===== src/rtl/inst_fetch_pkg.sv =====
// inst_fetch_pkg
//   Shared definitions for the instruction fetch unit: FSM state encoding,
//   the opcode/function values that identify HLT, and the bit positions of
//   the instruction fields that feed the downstream register file.
package inst_fetch_pkg;

    typedef enum logic [1:0] {
        IDLE  = 2'd0,
        FETCH = 2'd1,
        VALID = 2'd2,
        HALT  = 2'd3
    } state_t;

    localparam logic [3:0] OPC_RTYPE = 4'hF;
    localparam logic [5:0] FUNC_HLT  = 6'd29;

    // Field positions inside a 16-bit instruction word.
    localparam int OPC_HI  = 15;
    localparam int OPC_LO  = 12;
    localparam int RS_HI   = 11;
    localparam int RS_LO   = 10;
    localparam int RT_HI   = 9;
    localparam int RT_LO   = 8;
    localparam int RD_HI   = 7;
    localparam int RD_LO   = 6;
    localparam int FUNC_HI = 5;
    localparam int FUNC_LO = 0;

    // HLT is the R-type opcode with function code 29.
    function automatic logic is_hlt(input logic [15:0] w);
        return (w[OPC_HI:OPC_LO] == OPC_RTYPE) && (w[FUNC_HI:FUNC_LO] == FUNC_HLT);
    endfunction

endpackage


===== src/rtl/inst_fetch.sv =====
// inst_fetch
//   Fetches instructions over a request/ready handshake, holds the current
//   one in an instruction register, and advances the PC (sequentially or to a
//   redirect target) each time downstream consumes it. Stops for good on HLT.
//
// Ports
//   clk, reset_n            clock, asynchronous active-low reset
//   i_readM, i_address      memory read request and address (held while requesting)
//   i_data, inputReady      returned instruction word and its ready strobe
//   stall                   downstream cannot consume this cycle
//   branch_valid/target     redirect applied on the consume edge
//   inst, inst_valid, pc    instruction register, its valid flag and address
//   rs, rt, rd              register-file address fields sliced from inst
//   num_inst                count of consumed instructions (wraps)
//   halted                  HLT was consumed; fetch is stopped
module inst_fetch
    import inst_fetch_pkg::*;
#(
    parameter int              WORD     = 16,
    parameter logic [WORD-1:0] PC_RESET = '0
) (
    input  logic            clk,
    input  logic            reset_n,
    output logic            i_readM,
    output logic [WORD-1:0] i_address,
    input  logic [WORD-1:0] i_data,
    input  logic            inputReady,
    input  logic            stall,
    input  logic            branch_valid,
    input  logic [WORD-1:0] branch_target,
    output logic [WORD-1:0] inst,
    output logic            inst_valid,
    output logic [WORD-1:0] pc,
    output logic [1:0]      rs,
    output logic [1:0]      rt,
    output logic [1:0]      rd,
    output logic [WORD-1:0] num_inst,
    output logic            halted
);

    state_t          state, state_n;
    logic [WORD-1:0] pc_q, pc_n;
    logic [WORD-1:0] inst_q, inst_n;
    logic [WORD-1:0] cnt_q, cnt_n;
    logic            consume;

    // A consume is an edge in VALID with no downstream stall.
    assign consume = (state == VALID) && !stall;

    always_ff @(posedge clk or negedge reset_n) begin
        if (!reset_n) begin
            state  <= IDLE;
            pc_q   <= PC_RESET;
            inst_q <= '0;
            cnt_q  <= '0;
        end else begin
            state  <= state_n;
            pc_q   <= pc_n;
            inst_q <= inst_n;
            cnt_q  <= cnt_n;
        end
    end

    always_comb begin
        state_n = state;
        pc_n    = pc_q;
        inst_n  = inst_q;
        cnt_n   = cnt_q;
        case (state)
            IDLE: state_n = FETCH;
            FETCH: begin
                if (inputReady) begin
                    inst_n  = i_data;
                    state_n = VALID;
                end
            end
            VALID: begin
                if (consume) begin
                    cnt_n = cnt_q + WORD'(1);
                    // HLT takes priority over any redirect and leaves pc alone.
                    if (is_hlt(inst_q[15:0])) begin
                        state_n = HALT;
                    end else begin
                        pc_n    = branch_valid ? branch_target : pc_q + WORD'(1);
                        state_n = FETCH;
                    end
                end
            end
            HALT: state_n = HALT;
            default: state_n = IDLE;
        endcase
    end

    assign i_readM    = (state == FETCH);
    assign i_address  = pc_q;
    assign inst_valid = (state == VALID);
    assign halted     = (state == HALT);
    assign inst       = inst_q;
    assign pc         = pc_q;
    assign num_inst   = cnt_q;

    // Plain wiring: stable for the whole VALID period for the RF's comb read.
    assign rs = inst_q[RS_HI:RS_LO];
    assign rt = inst_q[RT_HI:RT_LO];
    assign rd = inst_q[RD_HI:RD_LO];

endmodule


===== config.mk =====
export PLATFORM = sky130hd
export DESIGN_NAME = inst_fetch
export DESIGN_NICKNAME = d
export VERILOG_FILES = /design/src/rtl/inst_fetch_pkg.sv /design/src/rtl/inst_fetch.sv
export SDC_FILE = /design/constraint.sdc
export NUM_CORES = 1
export LEC_CHECK = 0
export CAP_MARGIN = 20
export CORE_ASPECT_RATIO = 0.9
export CORE_MARGIN = 4
export CORE_UTILIZATION = 46
export DETAILED_ROUTE_END_ITERATION = 12
export PLACE_DENSITY = 0.93
export SLEW_MARGIN = 40
export SYNTH_ARGS = -nofsm -noshare
export SYNTH_HDL_FRONTEND = slang
export SYNTH_SLANG_ARGS = --single-unit

===== constraint.sdc =====
create_clock -name clk -period 5 [get_ports clk]
set_clock_uncertainty 0.05 [all_clocks]
set_input_delay 1 -clock clk [delete_from_list [all_inputs] [get_ports clk]]
set_output_delay 1 -clock clk [all_outputs]
set_load 0.005 [all_outputs]

==> summary.md, run 1 <==
The die height is 79.4 um. The tools report the final count of hold timing violations as 0. The worst min-delay path class was reg2reg. For this run, asynchronously set or reset flops after synthesis account for 100%.

Combinational cells account for 44.8% of the total power. The critical path ends at i_readM. The layout cell share with drive strength beyond 1 is 9.91%, and the area of the die is 0.00694 mm2.

For the post-layout net count, the log shows 371. Buffers added to address setup during post-CTS repair amount to 0. The number of instances in the synthesized netlist was 247; the deepest level of the CTS H-tree was 2. For the internal power consumption, the log shows 0.00125 W.

The dominant cell type by area after synthesis was dfrtp_1. The via count of the routed design was 2129. The number of buffers added on ports works out to 109.

During synthesis, Yosys emitted a total of 0 warnings. The run gives 2125 as the number of global-route vias before repair. In the global route stage, met3 resource usage came out at 4.75%. At the worst endpoint, the arrival time is 1.49 ns. Post-CTS repair changed the size of 0 cells. The floorplan has 25 rows. In the routed design, unresolved DRC markers number 0. Max-capacitance violation count: 0.

The critical path starts at state[1]. The clock network is responsible for 15.6% of the overall power. The number of register bits inferred by synthesis works out to 50.

The switching power as a share of total power was 31.8%; the boundary pin count was 110. VDD sags by at most 0.000338 V. Dividing the final minimum period by the clock period gives 50.8%. For the reg-to-reg setup timing slack, the log shows 3.01 ns.

The number of antenna repair diodes came out at 0. The buffer levels on the longest clock path was 2; the number of buffers added by the clock tree synthesis step was 5. The count of nets left with antenna violations once routing finished came out at 0. CTS placed an instance of clkbuf_8 at the clock tree root. At the worst endpoint, the required time is 3.95 ns. For the detailed-routing iteration count for the pre-antenna-repair pass, the log shows 4. Counting cells, the worst reg-to-reg path comes to 5. Dividing the detail-routed wire length by the instance count gives 15.7 um. Clock latency on the worst-skew pair, taken at its later pin, is 0.30 ns. After synthesis, the largest area contributor takes up 48.0% of total cell area. When the netlist entered floorplanning its net count stood at 286. The flow ran to the end, and the final reports show no timing, DRC or antenna violations. In this run the worst path has a maximum fanout of 6. The run gives 6270 um as the total wirelength of the detailed-routed design. From left edge to right edge, the die measures 87.4 um. The number of DRC violations after detailed-routing iteration 0 is 108. Yosys attributes the largest share of cell area to dfrtp_1 48%, buf_4 7.5%, mux2_2 4.3%. The tools report the global-route total usage across every layer as 18.5%. Buffers inserted to repair hold after CTS numbered 0. Terminus of the critical flop-to-flop path: i_address[9]. For the switching power total, the log shows 0.000582 W.

The run gives 0.00538 mm2 as the core box area. The tools report the final number of max-transition violations as 0. The initial core utilization was 48.5%. The worst setup path is of the reg2out kind.

The tools report the number of distinct library cell variants in the gate-level netlist after synthesis as 47. The tools report the post-synthesis instance area as 0.00261 mm2. At the pin with the least slew margin, the transition time is 0.700 ns. Setup repair after global routing left no endpoint under its margin. The final standard cell count with taps included and fillers excluded is 400. The worst pin sits at a relative slew slack of 53.3%.

Entering global routing, the biggest net connects 51 pins. Dividing the detail-routed via count by the number of cells gives 5.32. The tools report the startpoint type of the worst setup path as a flip-flop.

Summing internal, switching and leakage power gives 0.00183 W. The static power due to leakage is 1.46 nW. Most heavily used metal layer in global routing: met2. The met1 usage in global routing is 24.0%, and the clock transition time at the flip-flop clock pins of the worst setup and hold paths is 0.09 ns. Global routing used 30.3% of the available met2 tracks.

The run gives 0 as the remaining global-route overflow. The most used flip-flop cell after synthesis is dfrtp_1. Timing would allow up to 394 MHz. The initial antenna violation count was 0; the power per standard cell area was 501 mW/mm2.

The wire-length estimate of the detail-placed layout is 4690 um. The area growth from synthesis to layout is 40.3%. Post-synthesis sequential area ratio: 48.0%.

The first global-routing pass estimated 10200 um of wire. The worst setup path is captured at a primary output. Sequential cells burn 39.6% of the power. The average instance in the mapped netlist occupies 10.6 um2.

Counting every sink on the clock net gives 50. The tools report the origin of the critical flop-to-flop path as inst[1]. Once placement completed, the tool counted placed cells totaling 392.

Setup violations remaining at the end of the flow were counted as 0. At the end of routability-driven placement, the weighted congestion stood at 0.828. The number of synthesized flops with an enable pin was 0; the aggregate negative setup slack was 0 ns. The final critical path time including I/O delays and setup was 2.54 ns. TritonCTS built the clock tree.
==> placed cells by master, fill, tap and decap left out, drive strengths merged, types with 3 or more instances in the layout <==
master,Yosys,layout
clkdlybuf4s50,0,107
dfrtp,50,50
o21ai,18,18
nand2,17,17
mux2,17,17
a21oi,15,15
nor2,14,14
xnor2,12,12
nand3,12,12
nand4,5,5
clkbuf,0,5
nor3,5,5
a31oi,4,4
o22a,4,4
inv,4,4
or3,4,4
and2b,4,4
and2,3,3
xor2,3,3
a22oi,3,3
mux2i,3,3
nor4,3,3
==> power by group through the flow <==
stage               Clock [W]  Sequential [W]  Combinational [W]
finish               0.000285        0.000725           0.000821
detailed placement          0        0.000731           0.000833
CTS                  0.000290        0.000726           0.000837
global placement            0        0.000719           0.000806
floorplan                   0        0.000707           0.000382
global route         0.000310        0.000756           0.000891
==> cells in the mapped netlist (3+ instances only) <==
cell	instances
xnor2_1	12
mux2_2	10
buf_4	26
mux2_1	7
a21oi_1	13
a22oi_1	3
nor3_1	4
a31oi_1	4
nand2_1	17
inv_1	3
nand3_1	11
nand4_1	5
mux2i_1	3
or3_1	3
dfrtp_1	50
xor2_1	3
buf_2	3
o22a_1	4
nor2_1	13
and2_1	3
o21ai_0	5
o21ai_1	11
==> worst max-delay path, stage by stage (launching register included) <==
cell             delay, ns
dfrtp_1               0.43
and2b_1               0.24
clkdlybuf4s50_1       0.51
==> per-layer routing <==
layer  share of wire (%)  up-vias
met5                   0        -
met4                 1.6        0
met3                 7.0        9
met2                  47       92
met1                  44     1004
li1                    -     1024
==> registers in the layout, indices dropped and copies added, names as in the netlist <==
signal,cells
inst,16
num_inst,16
state,2
i_address,16
==> metrics by stage <==
step | hold slack (ns) | setup WS, ns | area [um2] | util, %
final | 0.431 | 2.46 | 3660 | 68.0
after global routing | 0.463 | 2.37 | 3660 | 68.0
after CTS | 0.445 | 2.45 | 3660 | 68.0
after detailed placement | 0.432 | 2.20 | 3550 | 66.0
after global placement | 0.411 | 2.03 | 3550 | 66.0
after floorplan | 0.418 | 2.92 | 2610 | -
==> how the worst min path moves through the flow <==
stage                             from      endpoint  slack [ns]  cells after the start
after floorplan           num_inst[15]  num_inst[15]        0.42                      1
after global placement    num_inst[15]  num_inst[15]        0.41                      1
after detailed placement  num_inst[15]  num_inst[15]        0.43                      1
after CTS                 num_inst[15]  num_inst[15]        0.44                      1
after global routing      num_inst[15]  num_inst[15]        0.46                      1
final                     num_inst[15]  num_inst[15]        0.43                      1
==> final cells by class <==
class | instances | area [um2]
clock buffer | 5 | 68.8
multi-input combinational | 162 | 1120
fill | 429 | 1720
timing repair buffer | 109 | 1080
clock inverter | 3 | 40.0
sequential | 50 | 1250
tap | 67 | 83.8
inverter | 4 | 15.0
==> logic make-up (layout without fill, tap and decap cells) <==
logic type / count (synthesis) / after routing / synth area share, %
buffers and inverters: 35 / 121 / 9.21
adder cells (fa/ha/maj): 2 / 2 / 0.960
AO/OA/AOI/OAI: 51 / 51 / 12.1
AND/OR/NAND/NOR: 74 / 74 / 16.2
XOR/XNOR: 15 / 15 / 5.04
flip-flops: 50 / 50 / 48.0
multiplexers: 20 / 20 / 8.49
(Power assumes the default switching activity.)
==> inputs of run 2 (changes only) <==
--- a/config.mk
+++ b/config.mk
@@ -8,9 +8,9 @@
 export CAP_MARGIN = 20
 export CORE_ASPECT_RATIO = 0.9
 export CORE_MARGIN = 4
-export CORE_UTILIZATION = 46
+export CORE_UTILIZATION = 43
 export DETAILED_ROUTE_END_ITERATION = 12
-export PLACE_DENSITY = 0.93
+export PLACE_DENSITY = 0.88
 export SLEW_MARGIN = 40
 export SYNTH_ARGS = -nofsm -noshare
 export SYNTH_HDL_FRONTEND = slang
==> constraint.sdc (replaced) <==
create_clock -name clk -period 2.4 [get_ports clk]
set_clock_uncertainty 0.05 [all_clocks]
set_input_delay 0.48 -clock clk [delete_from_list [all_inputs] [get_ports clk]]
set_output_delay 0.48 -clock clk [all_outputs]
set_load 0.005 [all_outputs]
==> run 2 against run 1 <==
- sequential share of layout area down 0.52 points
- first-iteration DRC count down 41%
- non-clock buffer count up 4
- largest cell class unchanged
- critical path depth unchanged
- clock-buffer cell count unchanged
- critical endpoint unchanged
- flip-flop and latch count unchanged
- routed wire length up 3.5%
- combinational power up 110%
==> summary.md, run 2 (synthesis gave the netlist of run 1 again) <==
The detailed route wirelength on metal2 is 3370 um (+13%). The tools report the DRC violation count after routing as 0 (unchanged). The detailed router used layers up to and including met4. Setup repair after global routing left no endpoint under its margin.

Clock root buffer: clkbuf_8. The post-route met1 wirelength was 2710 um (-1.9%); the placer congestion estimate was 0.761 (-8.2%). The global-route total usage across every layer was 18.3% (-0.27 points).

The tools report the number of nets still failing antenna checks after routing as 0 (unchanged). The post-CTS repair timing setup buffer count is 0 (unchanged), and the maximum fanout along the worst path is 6 (unchanged). The commonest non-fill, non-tap cell in the layout is clkdlybuf4s50_1. The total wirelength of the detailed-routed design was 6490 um (+3.5%); the final critical path time including I/O delays and setup was 2.04 ns. The worst reg-to-reg path cell count was 6 (+1). STA classifies the critical path startpoint as a flip-flop.

The logs give 0.00125 mm2 (unchanged) for the sequential cell area and 45.0% (-3.4 points) for the initial core utilization. Clock latency reported for the late side of the worst-skew pair: 0.30 ns (about the same). The tools report the wire length on met3 as 352 um (-19%). The die height works out to 81.9 um (+3.1%). The reg-to-reg setup timing slack is 0.50 ns (-2.51 ns). The run gives 0.00112 mm2 (unchanged) as the area used by multi-input combinational logic. The run finished with clean final reports.

The layout cell share with drive strength beyond 1 is 10.7% (+0.77 points). TritonCTS built the clock tree. The critical path goes through and2b_1, clkdlybuf4s50_1. In the layout the commonest cells are 108 x clkdlybuf4s50_1, 50 x dfrtp_1, 17 x nand2_1.

The tools report the deepest level of the CTS H-tree as 2 (unchanged). The critical path class was reg2out. The power per standard cell area is 1030 mW/mm2 (+110%), and the total of hold buffers inserted after clock tree synthesis is 0 (unchanged). The post-placement cell area is 0.00360 mm2 (+1.4%), and the post-DP HPWL is 4940 um (+5.3%). The logs give 0 (unchanged) for the number of antenna repair diodes and 1.87 ns (-2.08 ns) for the data required time at the worst endpoint. The tools report the maximum clock frequency as 489 MHz.

The cell class contributing the biggest share of worst-path delay was buffers and inverters. The cell with the largest stage delay on the worst path is clkdlybuf4s50_1. The tools report the via count of the routed design as 2191 (+2.9%). For the aggregate negative setup slack, the log shows 0 ns (unchanged).

The tools report the number of gates resized after CTS as 0 (unchanged). The run gives 5 (unchanged) as the number of buffers added by the clock tree synthesis step. The number of buffer and inverter stages on the critical path is 1 (unchanged), and the slew of the pin with the lowest slew margin is 0.556 ns (-0.144 ns). The boundary pin count came out at 110 (unchanged).

The floorplan die width was 90.1 um (+3.1%); the remaining global-route overflow was 0 (unchanged). Dividing the final minimum period by the clock period gives 85.1%. The mean number of vias per cell is 5.38 (+1.1%), and the arrival time at the worst endpoint is 1.51 ns (+0.02 ns). The tools report the launch point of the worst path as state[1]. The buffer levels on the longest clock path is 2 (unchanged). The number of buffers added on ports is 109 (unchanged). Terminus of the critical flop-to-flop path: i_address[10].

The final setup violation count was 0 (unchanged); the average wire length per cell after detail routing was 15.9 um (+1.7%). The tools report the initial antenna violation count as 0 (unchanged). The worst min-delay path class is in2async. Filler cell count: 494 (+15%).

The run gives 62.9% (+9.6 points) as the relative slew slack. For the row count, the log shows 26 (+4.0%). Final count of hold timing violations: 0 (unchanged). The post-layout net count is 375 (+1.1%), and the area of the die is 0.00738 mm2 (+6.3%). The clock sink total came out at 50 (unchanged). For the static power due to leakage, the log shows 1.48 nW (+1.5%). Max-capacitance violation count: 0 (unchanged). The tools report the number of global-route vias before repair as 2328 (+9.6%). The kind of end point of the critical path was a primary output. The final instance area is 0.00371 mm2 (+1.5%). The startpoint identified for the worst register-to-register timing path is i_address[0]. The first-pass GRT wire length was 10900 um (+7.6%); the signed area change from the synthesized netlist to the final layout was 42.5%.

The clock transition time at the flip-flop clock pins of the worst setup and hold paths works out to 0.10 ns (about the same). The longest individual stage delay on the worst path was 0.51 ns (about the same). The final number of max-transition violations came out at 0 (unchanged).

The highest ir drop seen on vdd was 0.000615 V (+82%); the maximum number of pins on one net before global-route repair was 29 (-43%). For the detailed-routing iteration count for the pre-antenna-repair pass, the log shows 4 (unchanged). The number of DRC violations after detailed-routing iteration 0 is 64 (-41%). For the core box area, the log shows 0.00579 mm2 (+7.6%).
-- run 2: power by group --
part           internal [W]  switching (W)
Sequential          0.00114       0.000366
Clock              0.000316       0.000290
Combinational       0.00116       0.000555
Total               0.00263        0.00121
-- run 2: worst max-delay path by stage --
stage               endpoint  slack, ns  cells after the start
5_1_grt              i_readM       0.30                      2
6_report             i_readM       0.36                      2
3_5_place_dp    num_inst[15]       0.19                      6
4_1_cts              i_readM       0.34                      2
2_1_floorplan  i_address[14]       0.66                      6
3_3_place_gp    num_inst[15]       0.29                      6
-- run 2: area by class of cell --
class                           instances  share of cell area (%)
Clock buffer                            5                    1.85
Clock inverter                          3                    1.28
Inverter                                4                   0.404
Multi-Input combinational cell        162                    30.0
Sequential cell                        50                    33.7
Tap cell                               70                    2.36
Timing Repair Buffer                  113                    30.4
-- run 2: through the flow --
step | util [%] | total power, W | hold slack, ns | setup slack [ns] | cells
finish | 64.2 | 0.00384 | 0.103 | 0.357 | 407
global route | 64.2 | 0.00411 | 0.129 | 0.300 | 407
floorplan | - | 0.00227 | 0.134 | 0.662 | 247
detailed placement | 62.1 | 0.00326 | 0.436 | 0.189 | 399
CTS | 64.2 | 0.00389 | 0.107 | 0.338 | 407
global placement | 62.1 | 0.00320 | 0.416 | 0.290 | 399
-- run 2: routing by layer --
metal / GRT usage, % / vias to the layer above
met5: 0 / -
met4: 5.81 / 0
met3: 4.30 / 6
met2: 33.7 / 76
met1: 21.3 / 1075
li1: - / 1034
